===== config.mk =====
export PLATFORM = sky130hd
export DESIGN_NAME = gc_table_packer
export DESIGN_NICKNAME = d
export VERILOG_FILES = /design/src/rtl/gc_pkg.sv /design/src/rtl/gc_sync_fifo.sv /design/src/rtl/gc_table_packer.sv
export SDC_FILE = /design/constraint.sdc
export NUM_CORES = 2
export LEC_CHECK = 0
export BUFFER_PORTS_ARGS = -buffer_cell sky130_fd_sc_hd__buf_2
export CORE_MARGIN = 2
export CORE_UTILIZATION = 40
export CTS_CLUSTER_DIAMETER = 50
export DETAILED_ROUTE_END_ITERATION = 6
export PLACE_DENSITY = 0.65
export SLEW_MARGIN = 10
export SYNTH_ARGS = -nofsm -noshare
export SYNTH_HDL_FRONTEND = slang
export SYNTH_HIERARCHICAL = 1
export SYNTH_SLANG_ARGS = --single-unit

===== constraint.sdc =====
create_clock -name clk -period 23.6 [get_ports clk]
set_clock_uncertainty 0.15 [all_clocks]
set_input_delay 4.72 -clock clk [delete_from_list [all_inputs] [get_ports clk]]
set_output_delay 4.72 -clock clk [all_outputs]
set_load 0.05 [all_outputs]

===== src/rtl/gc_pkg.sv =====
// Shared types and constants for the garbled-table packer: table entry layout,
// per-table beat count and serializer states.
package gc_pkg;

    localparam int NR_AES   = 10;
    localparam int GC_K     = 128;
    localparam int GC_S     = 20;
    localparam int GC_W     = 64;
    localparam int GC_DEPTH = 8;

    localparam int GC_BEATS = 2 * GC_K / GC_W;

    // FIFO entry layout, most-significant field first
    typedef struct packed {
        logic [GC_S-1:0] gid;
        logic [GC_K-1:0] t0;
        logic [GC_K-1:0] t1;
    } gc_table_t;

    typedef enum logic {
        IDLE = 1'b0,
        SEND = 1'b1
    } gc_state_t;

    function automatic int gc_beats(input int k, input int w);
        return 2 * k / w;
    endfunction

endpackage


===== src/rtl/gc_sync_fifo.sv =====
// Single-clock FIFO with registered pointers and occupancy count.
// A push while full is accepted only when a pop completes in the same cycle.
module gc_sync_fifo #(
    parameter int WIDTH = 8,
    parameter int DEPTH = 8
) (
    input  logic                     clk,
    input  logic                     rst,
    input  logic                     push,
    input  logic                     pop,
    input  logic [WIDTH-1:0]         din,
    output logic [WIDTH-1:0]         dout,
    output logic                     full,
    output logic                     empty,
    output logic [$clog2(DEPTH):0]   count
);

    localparam int AW = $clog2(DEPTH);

    logic [WIDTH-1:0] mem [DEPTH];
    logic [AW-1:0]    wr_ptr;
    logic [AW-1:0]    rd_ptr;
    logic             wr;
    logic             rd;

    assign full  = count == (AW + 1)'(DEPTH);
    assign empty = count == '0;
    assign rd    = pop && !empty;
    assign wr    = push && (!full || rd);
    assign dout  = mem[rd_ptr];

    always_ff @(posedge clk) begin
        if (wr) mem[wr_ptr] <= din;
    end

    always_ff @(posedge clk or posedge rst) begin
        if (rst) begin
            wr_ptr <= '0;
            rd_ptr <= '0;
            count  <= '0;
        end else begin
            if (wr) wr_ptr <= wr_ptr + 1'b1;
            if (rd) rd_ptr <= rd_ptr + 1'b1;
            case ({wr, rd})
                2'b10:   count <= count + 1'b1;
                2'b01:   count <= count - 1'b1;
                default: ;
            endcase
        end
    end

endmodule


===== src/rtl/gc_table_packer.sv =====
// Captures garbled tables LAT cycles after issue, queues them and serializes
// them onto a W-bit valid/ready stream. Define GC_PACK_HDR_EN for a gid header beat.
module gc_table_packer
    import gc_pkg::*;
#(
    parameter int K     = GC_K,
    parameter int S     = GC_S,
    parameter int LAT   = NR_AES,
    parameter int W     = GC_W,
    parameter int DEPTH = GC_DEPTH
) (
    input  logic         clk,
    input  logic         rst,
    input  logic         issue_vld,
    input  logic [S-1:0] issue_gid,
    input  logic [K-1:0] t0,
    input  logic [K-1:0] t1,
    output logic [W-1:0] m_data,
    output logic [S-1:0] m_gid,
    output logic         m_valid,
    input  logic         m_ready,
    output logic         m_last,
    output logic         credit_zero,
    output logic         overflow
);

`ifdef GC_PACK_HDR_EN
    localparam int HDR = 1;
`else
    localparam int HDR = 0;
`endif
    localparam int TOTAL = gc_beats(K, W) + HDR;
    localparam int BW    = $clog2(TOTAL + 1);
    localparam int IW    = $clog2(LAT + 1);
    localparam int CW    = $clog2(DEPTH) + 1;
    localparam int EW    = S + 2 * K;

    logic [LAT-1:0] vld_dl;
    logic [S-1:0]   gid_dl [LAT];
    logic [IW-1:0]  inflight;
    logic           tap_vld;
    logic [S-1:0]   tap_gid;

    assign tap_vld = vld_dl[LAT-1];
    assign tap_gid = gid_dl[LAT-1];

    always_ff @(posedge clk or posedge rst) begin
        if (rst) begin
            vld_dl   <= '0;
            inflight <= '0;
        end else begin
            vld_dl[0] <= issue_vld;
            for (int i = 1; i < LAT; i++) vld_dl[i] <= vld_dl[i-1];
            if (issue_vld && !tap_vld)      inflight <= inflight + 1'b1;
            else if (!issue_vld && tap_vld) inflight <= inflight - 1'b1;
        end
    end

    always_ff @(posedge clk) begin
        gid_dl[0] <= issue_gid;
        for (int i = 1; i < LAT; i++) gid_dl[i] <= gid_dl[i-1];
    end

    logic          fifo_full;
    logic          fifo_empty;
    logic [CW-1:0] fifo_count;
    logic [EW-1:0] head;
    logic          pop;
    logic          push_ok;

    assign push_ok = tap_vld && (!fifo_full || pop);

    gc_sync_fifo #(
        .WIDTH (EW),
        .DEPTH (DEPTH)
    ) u_fifo (
        .clk   (clk),
        .rst   (rst),
        .push  (tap_vld),
        .pop   (pop),
        .din   ({tap_gid, t0, t1}),
        .dout  (head),
        .full  (fifo_full),
        .empty (fifo_empty),
        .count (fifo_count)
    );

    always_ff @(posedge clk or posedge rst) begin
        if (rst)                      overflow <= 1'b0;
        else if (tap_vld && !push_ok) overflow <= 1'b1;
    end

    // >= rather than ==: a scheduler ignoring credit can push the sum past DEPTH
    assign credit_zero = (32'(fifo_count) + 32'(inflight)) >= 32'(DEPTH);

    gc_state_t     state;
    gc_state_t     state_n;
    logic [BW-1:0] beat;
    logic [BW-1:0] beat_n;
    logic          final_beat;

    assign m_valid    = state == SEND;
    assign final_beat = m_valid && beat == BW'(TOTAL - 1);
    assign pop        = final_beat && m_ready;
    assign m_last     = final_beat;

    always_comb begin
        state_n = state;
        beat_n  = beat;
        case (state)
            IDLE: begin
                if (!fifo_empty) begin
                    state_n = SEND;
                    beat_n  = '0;
                end
            end
            SEND: begin
                if (m_ready) begin
                    if (final_beat) begin
                        beat_n = '0;
                        // the popped entry was the last one and nothing lands this cycle
                        if (fifo_count == CW'(1) && !push_ok) state_n = IDLE;
                    end else begin
                        beat_n = beat + 1'b1;
                    end
                end
            end
            default: state_n = IDLE;
        endcase
    end

    always_ff @(posedge clk or posedge rst) begin
        if (rst) begin
            state <= IDLE;
            beat  <= '0;
        end else begin
            state <= state_n;
            beat  <= beat_n;
        end
    end

    logic [2*K-1:0] rows;
    logic [S-1:0]   head_gid;
    logic [BW-1:0]  dbeat;
    logic [W-1:0]   beat_data;

    assign head_gid = head[EW-1 -: S];
    assign rows     = {head[K-1:0], head[2*K-1:K]};  // t1 above t0, so beats walk upward

    always_comb begin
        if (HDR != 0 && beat == '0) dbeat = '0;
        else                        dbeat = beat - BW'(HDR);
        beat_data = W'(rows >> (dbeat * W));
        if (HDR != 0 && beat == '0) beat_data = W'(head_gid);
    end

    assign m_data = m_valid ? beat_data : '0;
    assign m_gid  = m_valid ? head_gid : '0;

endmodule

==> metrics.md <==
| Metric | Value |
|---|---|
| Setup TNS Final | `0 ns` |
| CTS root buf | `clkbuf_16` |
| Ys flop type | `edfxtp_1` |
| Num ports | `368` |
| Reg clk slew, reported paths | `0.06 ns` |
| Post-synthesis compound-gate area fraction | `0.00161` |
| CTS tree | `built` |
| H-Tree Level Count | `5` |
| Crit path max fanout | `96` |
| Final Hold Viols | `0` |
| Worst EP arrival | `6.32 ns` |
| Dpl hpwl | `98.9 mm` |
| Worst Setup Start Kind | `flip-flop` |
| Synth cell types | `43` |
| Hold depth | `0` |
| CTS buffer count | `293` |
| # resized after CTS | `0` |
| First-pass GRT wire length | `280 mm` |
| GR Overflow Total | `0` |
| Crit-path cells | `buf_4 > buf_4 > buf_12 > mux4_2 > mux2_2 > mux4_2 > and2_1 > buf_2` |
| Asr flop ratio synth | `0.0119` |
| Avg WL per Cell | `25.3 µm` |
| Max VDD drop | `0.156 mV` |
| Period utilization | `0.474` |
| Number of global-route vias before repair | `42200` |
| Worst setup EP type | `output port` |
| Crit path buffers/inverters | `4` |
| Top delay family on crit path | `buffers and inverters` |
| Core area | `225000 µm²` |
| Commonest non-fill, non-tap cell in the layout | `edfxtp_1` |
| Syn_area_per_cell | `24.3 µm²` |
| Floorplan row count | `174` |
| P&R area growth vs syn | `16.2%` |
| Fraction of the mapped netlist area in simple logic gates | `0.00871` |
| Layout net count | `4551` |
| Outcome | `finished clean` |
| Die X | `479 µm` |
| Clk buf depth | `4` |
| RSZ-0062 raised after global routing | `false` |
| Largest cells by area after synthesis | `edfxtp_1 73%, mux4_2 15%, dfxtp_1 4.4%, mux2_2 3.5%, dfrtp_1 0.80%` |
| Slew @ Worst Pin | `1.10 ns` |
| Largest net degree at the start of global routing | `146` |
| DIE AREA | `230000 µm²` |
| Final Max Tran Viols | `0` |
| WP depth | `8` |
| Synthesized instance count | `3713` |
| Post-Synth Adder-Cell Area | `0.00233` |
| Top cell type's share of synthesized area | `0.734` |
| Vias after detailed routing | `39800` |
| Kind of critical path | `reg -> out` |
| Share of cells above drive strength 1 | `0.392` |
| CP required | `18.73 ns` |
| Pwr per Cell Area | `133 nW/µm²` |
| Sequential cell area fraction in the yosys report | `0.786` |
| Synth Register Bits | `2437` |
| DRC | `0` |
| IO Port Bufs | `367` |
| CTS sink cnt | `2437` |
| RePlAce Congestion | `0.711` |
| Leakage | `33.9 nW` |
| Routed WL | `189 mm` |
| Number of max-cap violations | `0` |
| Final setup vio count | `0` |
| Post-CTS Setup Inserts | `0` |
| Mux share of post-synthesis cell area | `0.189` |
| YS warnings | `6` |
| Die H | `479 µm` |
| Reg2reg path depth | `11` |
| Via density | `5.32` |
| Worst skew pair latency | `0.90 ns` |
| Post-synth EDFFs | `2208` |
| Starting Density | `0.402` |
| Fmax | `89.4 MHz` |
| Syn_nets | `4008` |
| Post-CTS Hold Buffers | `0` |
| Min Clock Period, post-route | `11.19 ns` |
| Most frequent cells in the layout | `2208 x edfxtp_1, 616 x mux4_2, 367 x buf_2` |
| Routed Antenna Nets | `0` |
| DR iter-0 viols | `3277` |
| # fillers | `18200` |
| Max incr delay on CP | `0.96 ns` |
| Synthesized area | `90300 µm²` |
| Yosys top cell by area | `edfxtp_1` |
| Slowest cell on crit path | `dfrtp_4` |
| Hold Crit Class | `reg -> reg` |
| Post-synthesis xor/xnor area fraction | `0.000776` |
| Initial antenna violation count | `90` |
| Non-Filler Instances | `7477` |
| Dpl cells | `6953` |
| Relative slew margins | `0.264` |
| GRT Total Usage | `0.164` |
| Largest family of logic cells by synthesized area | `multiplexers` |
| Detailed Routing Iterations Pass 1 | `7` |
## stage by stage
step           setup WS (ns)  total power, mW  utilization  hold slack (ns)  instance area [µm²]
2_1_floorplan           5.64             8.92            -            0.160                90300
3_3_place_gp           13.16             9.80        0.426            0.160                95700
3_5_place_dp           13.19             9.84        0.426            0.162                95700
4_1_cts                12.17             14.1        0.467            0.153               105000
5_1_grt                11.86             14.5        0.467            0.171               105000
6_report               12.41             13.9        0.467            0.152               105000
## cells in the mapped netlist, drive strengths merged, types with 3 or more instances
cell,instances
edfxtp,2208
mux4,616
mux2,280
dfxtp,200
buf,96
clkbuf,86
and2,85
dfrtp,29
inv,13
ha,12
nand2,12
nor2,10
o21ai,7
nand3,6
xnor2,6
a21oi,5
nand2b,5
mux2i,4
fa,3
nor2b,3
nor3,3
or3,3
## cell families (layout without fill, tap and decap cells)
kind of cell | count (synthesis) | count (layout)
buffers and inverters | 195 | 952
adder cells (fa/ha/maj) | 15 | 15
AO/OA/AOI/OAI | 23 | 23
multiplexers | 900 | 900
AND/OR/NAND/NOR | 135 | 135
XOR/XNOR | 8 | 8
flip-flops | 2437 | 2437
other | 0 | 15
## layout make-up
class / instances / area [µm²] / share of cell area
Antenna cell: 15 / 37.5 / 0.000358
Clock buffer: 372 / 8000 / 0.0762
Clock inverter: 137 / 1260 / 0.0120
Inverter: 13 / 48.8 / 0.000465
Multi-Input combinational cell: 1081 / 18400 / 0.175
Sequential cell: 2437 / 71100 / 0.677
Tap cell: 2992 / 3740 / 0.0357
Timing Repair Buffer: 430 / 2470 / 0.0236
## registers in the layout (all words and copies together) (netlist names)
register / flops
beat: 3
gid_dl: 200
inflight: 4
m_valid: 1
overflow: 1
u_fifo/count: 4
u_fifo/mem: 2208
u_fifo/rd_ptr: 3
u_fifo/wr_ptr: 3
vld_dl: 10
## layer usage
metal,track usage,wire length (µm),part of all wire,up-vias
met1,0.226,80000,0.42,21400
met4,0.0407,4000,0.021,42
met3,0.0369,11900,0.063,398
met2,0.266,92700,0.49,1151
met5,0,272,0.0014,-
li1,-,-,-,16800
## final timing paths
| path | startpoint | end | slack (ns) |
|---|---|---|---|
| worst max-delay path | u_fifo/rd_ptr[0] | m_data[3] | 12.41 |
| worst min-delay path | gid_dl[6][13] | gid_dl[7][13] | 0.15 |
| worst max register to register | beat[0] | u_fifo/mem[6][256] | 16.76 |
| worst min register to register | gid_dl[6][13] | gid_dl[7][13] | 0.15 |
| max in group asynchronous | rst | beat[0] | 19.00 |
| min in group asynchronous | rst | u_fifo/rd_ptr[2] | 3.67 |
## power by group
group          switching, mW  total, mW  internal [mW]
sequential             0.217       5.52           5.31
clock                   1.69       4.27           2.58
combinational           2.34       4.14           1.80
Power figures use the tool's default switching activity.
